### config.mk
export PLATFORM = sky130hd
export DESIGN_NAME = serial_subtractor
export DESIGN_NICKNAME = d
export VERILOG_FILES = /design/src/rtl/serial_subtractor.sv
export SDC_FILE = /design/constraint.sdc
export NUM_CORES = 1
export LEC_CHECK = 0
export CAP_MARGIN = 20
export CORE_UTILIZATION = 30
export CTS_CLUSTER_DIAMETER = 40
export CTS_CLUSTER_SIZE = 10
export DETAILED_ROUTE_END_ITERATION = 12
export GPL_ROUTABILITY_DRIVEN = 0
export PLACE_DENSITY = 0.49
export SYNTH_ARGS = -nofsm -noshare
export SYNTH_HDL_FRONTEND = slang
export SYNTH_SLANG_ARGS = --single-unit
### constraint.sdc
create_clock -name clk -period 1.97 [get_ports clk]
set_clock_uncertainty 0.05 [all_clocks]
set_input_delay 0.394 -clock clk [delete_from_list [all_inputs] [get_ports clk]]
set_output_delay 0.394 -clock clk [all_outputs]
set_load 0.02 [all_outputs]
### src/rtl/serial_subtractor.sv
// Bit-serial N-bit subtractor (x - y - bin), LSB first, one full-subtractor step per clock.
// Optional macro SERIAL_SUB_SAT_EN clamps diff to the signed limit on overflow.
module serial_subtractor #(
  parameter int N = 8
) (
  input  logic         clk,
  input  logic         rst,
  input  logic         start,
  input  logic [N-1:0] x,
  input  logic [N-1:0] y,
  input  logic         bin,
  output logic [N-1:0] diff,
  output logic [N-1:0] borrow,
  output logic         overflow,
  output logic         busy,
  output logic         done
);

  localparam int CW = $clog2(N);
  localparam logic [CW-1:0] LAST = CW'(N - 1);

  typedef enum logic [1:0] {
    IDLE = 2'd0,
    RUN  = 2'd1,
    DONE = 2'd2
  } state_t;

  state_t        state_reg;
  logic [N-1:0]  x_sh_reg;
  logic [N-1:0]  y_sh_reg;
  logic          b_reg;
  logic [CW-1:0] cnt_reg;
`ifdef SERIAL_SUB_SAT_EN
  logic          x_msb_reg;
`endif

  logic          xi;
  logic          yi;
  logic          d_next;
  logic          b_next;
  logic          ovf_next;
  logic [N-1:0]  diff_next;
  logic [N-1:0]  borrow_next;

  // The operand registers shift right, so the current bit is always at index 0.
  assign xi       = x_sh_reg[0];
  assign yi       = y_sh_reg[0];
  assign d_next   = xi ^ yi ^ b_reg;
  assign b_next   = (~xi & yi) | (~(xi ^ yi) & b_reg);
  assign ovf_next = b_next ^ borrow[N-2];

  genvar gi;
  generate
    for (gi = 0; gi < N; gi++) begin : g_bit
      assign diff_next[gi]   = (cnt_reg == CW'(gi)) ? d_next : diff[gi];
      assign borrow_next[gi] = (cnt_reg == CW'(gi)) ? b_next : borrow[gi];
    end
  endgenerate

  always_ff @(posedge clk) begin
    if (rst) begin
      state_reg <= IDLE;
      x_sh_reg  <= '0;
      y_sh_reg  <= '0;
      b_reg     <= 1'b0;
      cnt_reg   <= '0;
      diff      <= '0;
      borrow    <= '0;
      overflow  <= 1'b0;
      busy      <= 1'b0;
      done      <= 1'b0;
`ifdef SERIAL_SUB_SAT_EN
      x_msb_reg <= 1'b0;
`endif
    end else begin
      done <= 1'b0;
      case (state_reg)
        IDLE: begin
          if (start) begin
            x_sh_reg  <= x;
            y_sh_reg  <= y;
            b_reg     <= bin;
            cnt_reg   <= '0;
            diff      <= '0;
            borrow    <= '0;
            overflow  <= 1'b0;
            busy      <= 1'b1;
            state_reg <= RUN;
`ifdef SERIAL_SUB_SAT_EN
            x_msb_reg <= x[N-1];
`endif
          end
        end
        RUN: begin
          x_sh_reg <= {1'b0, x_sh_reg[N-1:1]};
          y_sh_reg <= {1'b0, y_sh_reg[N-1:1]};
          b_reg    <= b_next;
          diff     <= diff_next;
          borrow   <= borrow_next;
          if (cnt_reg == LAST) begin
            cnt_reg   <= '0;
            busy      <= 1'b0;
            done      <= 1'b1;
            overflow  <= ovf_next;
            state_reg <= DONE;
`ifdef SERIAL_SUB_SAT_EN
            // Overrides the raw result written above when the signed result wrapped.
            if (ovf_next) begin
              diff <= x_msb_reg ? {1'b1, {(N-1){1'b0}}} : {1'b0, {(N-1){1'b1}}};
            end
`endif
          end else begin
            cnt_reg <= cnt_reg + 1'b1;
          end
        end
        DONE: begin
          state_reg <= IDLE;
        end
        default: begin
          state_reg <= IDLE;
        end
      endcase
    end
  end

endmodule

==> flow_summary.json <==
{
  "worstPathMaxFanout": 3,
  "cp-end-kind": "primary output",
  "vias_per_cell": 4.73,
  "reg2reg_to": "borrow[4]",
  "criticalPathCategory": "reg -> out",
  "fmax_mhz": 577,
  "yosysTopAreaCellShare_pct": 43.7,
  "synth_compound_area_share_pct": 21.3,
  "core_area_sq_mm": 0.00599,
  "setup_violations": 0,
  "wl_per_cell_microns": 12.4,
  "avgSynthCellArea_sq_um": 9.98,
  "hold_path_startpoint": "diff[4]",
  "min_to": "diff[4]",
  "drt_iter0_drc": 36,
  "slew_headroom_pct": 67.6,
  "p_per_area_mw_per_mm2": 733,
  "synth_area_leaders": "dfxtp_1 44%, mux2i_1 9.1%, a211oi_1 6.0%",
  "final-instance-count-excl-fill": 307,
  "synth_top_family_by_area": "compound AO/OA/AOI/OAI gates",
  "core.rowCount": 28,
  "synthXorXnorAreaFrac_pct": 0.467,
  "cp.arrival_ps": 1290,
  "dpl-instance-area_sq_mm": 0.00237,
  "num_vias": 1453,
  "muxShareOfSynthArea_pct": 9.07,
  "cp-start-kind": "flop",
  "critPathBufInv": 1,
  "clk_latency_ps": 290,
  "r2r_start": "y_sh_reg[0]",
  "synthSimpleGateAreaFrac_pct": 12.8,
  "cp_cell_sequence": "clkdlybuf4s50_1",
  "syn_nets": 216,
  "cp.required_ps": 1530,
  "nFillCells": 603,
  "antenna_found_initial": 0,
  "synth_warnings": 0,
  "area_growth_pct": 30.1,
  "cp_top_family": "buffers and inverters",
  "die_y_microns": 81.1,
  "power_leakage_nw": 0.983,
  "drive_gt1_share_pct": 10.8,
  "n_antenna_cell": 0,
  "slew_violations": 0,
  "cts_resized": 0,
  "max_cap_viol_count": 0,
  "drc": 0,
  "rsz0062_at_grt": "false",
  "whs_path_depth": 1,
  "root_buffer": "clkbuf_8",
  "start_util_pct": 31.3,
  "post-route-period-util_pct": 88.0,
  "total_power_w": 0.00179,
  "synth_cells": 188,
  "ys_seq_area_share_pct": 43.7,
  "nNetsFinal": 261,
  "reg2reg_slack_ps": 320,
  "ant_nets": 0,
  "hold_path.class": "reg -> reg",
  "port_buffers": 38,
  "tightest_slew_ps": 483,
  "timing.setup.tns_ps": 0,
  "fin_util_pct": 40.8,
  "synthAdderAreaFrac_pct": 5.73,
  "clock-sinks": 41,
  "status": "complete, no violations",
  "die_x_microns": 81.1,
  "dp_hpwl_microns": 2850,
  "finalWorstPathRequiredPeriod_ps": 1730,
  "cpPeakStageDelay_ps": 620,
  "cts_setup_buffers": 0,
  "grt_max_degree": 22,
  "cp_slowest_cell": "clkdlybuf4s50_1",
  "drt_first_pass_iters": 6,
  "cts_buffers": 5,
  "clkTransAtPathRegs_ps": 80,
  "fp.dieArea_sq_mm": 0.00658,
  "max-vdd-ir-drop_mv": 0.271,
  "hold_buffers": 0,
  "first_global_vias": 1398,
  "io_pins": 39,
  "cts_tree": "yes",
  "synth_area_leader_cell": "dfxtp_1",
  "yosysUniqueCellTypes": 35,
  "grt_usage_pct": 12.8,
  "grt_pass1_wl_microns": 6390,
  "final_cell_area_sq_mm": 0.00244,
  "cts_buffer_depth": 2,
  "hold_viol": 0,
  "synth_seq_cells": 41,
  "placedCellCount": 301,
  "grt-ovfl-total": 0,
  "drt_wl_total_microns": 3810,
  "syn_area_sq_mm": 0.00188,
  "r2r_cells": 4,
  "htreeDepth": 2
}
-- cell families after synthesis --
logic type,after synthesis
AO/OA/AOI/OAI,52
XOR/XNOR,1
adder cells (fa/ha/maj),8
buffers and inverters,24
flip-flops,41
multiplexers,17
AND/OR/NAND/NOR,45
-- cell type report --
cell class / instances / area [sq um] / share of cell area [%]
Multi-Input combinational cell: 123 / 926 / 37.9
Sequential cell: 41 / 821 / 33.6
Timing Repair Buffer: 50 / 483 / 19.8
Tap cell: 75 / 93.8 / 3.84
Clock buffer: 5 / 68.8 / 2.82
Inverter: 12 / 45.0 / 1.84
Clock inverter: 1 / 5.00 / 0.205
-- cell usage after synthesis, drive strengths merged --
master,instances
dfxtp,41
mux2i,17
nor2,17
a211oi,15
buf,12
inv,12
a21oi,11
nand2b,11
ha,7
nand2,6
o32ai,6
and2,5
a22o,4
a32o,4
a21bo,3
a22oi,2
nor3b,2
o21bai,2
a221oi,1
a2bb2oi,1
fa,1
nor2b,1
nor3,1
o21a,1
o21ai,1
o21ba,1
or3,1
or3b,1
xnor2,1
-- placed cells by master (no fill, tap or decap), types with 2 or more instances in the layout --
cell | Yosys | routed
inv_1 | 12 | 12
nor2_1 | 17 | 17
ha_1 | 7 | 7
nand2_1 | 6 | 6
clkdlybuf4s50_1 | 0 | 38
nand2b_1 | 10 | 10
clkbuf_8 | 0 | 5
a211oi_1 | 15 | 15
o32ai_1 | 6 | 6
dfxtp_1 | 41 | 41
a21oi_1 | 11 | 11
a21bo_2 | 3 | 3
a22oi_1 | 2 | 2
buf_4 | 1 | 11
and2_1 | 5 | 5
a32o_1 | 4 | 4
a22o_1 | 4 | 4
mux2i_1 | 17 | 17
-- power by group --
group          total (W)  leakage [nW]  internal (W)  switching (W)
registers       0.000921         0.336      0.000886      0.0000346
clock network   0.000506        0.0399      0.000233       0.000272
logic           0.000364         0.607      0.000190       0.000174
total            0.00179         0.983       0.00131       0.000481
-- per-layer routing --
layer / vias up / part of all wire, % / GRT usage, %
li1: 752 / - / -
met2: 36 / 44 / 20.9
met3: 7 / 4.2 / 3.26
met5: - / 0 / 0
met4: 0 / 1.2 / 4.82
met1: 658 / 50 / 16.0
-- metrics by stage --
step	hold WS (ps)	setup slack [ps]
CTS	430	225
global placement	413	152
global route	454	192
finish	422	236
floorplan	415	563
detailed placement	412	160
-- how the worst max path moves through the flow --
stage,start,to,slack (ps),cells after the start
4_1_cts,borrow[6],borrow[6],220,1
6_report,borrow[6],borrow[6],240,1
2_1_floorplan,y_sh_reg[0],borrow[3],560,4
3_5_place_dp,start,x_sh_reg[6],160,5
3_3_place_gp,start,y_sh_reg[3],150,5
5_1_grt,borrow[6],borrow[6],190,1
(Power assumes the default switching activity.)
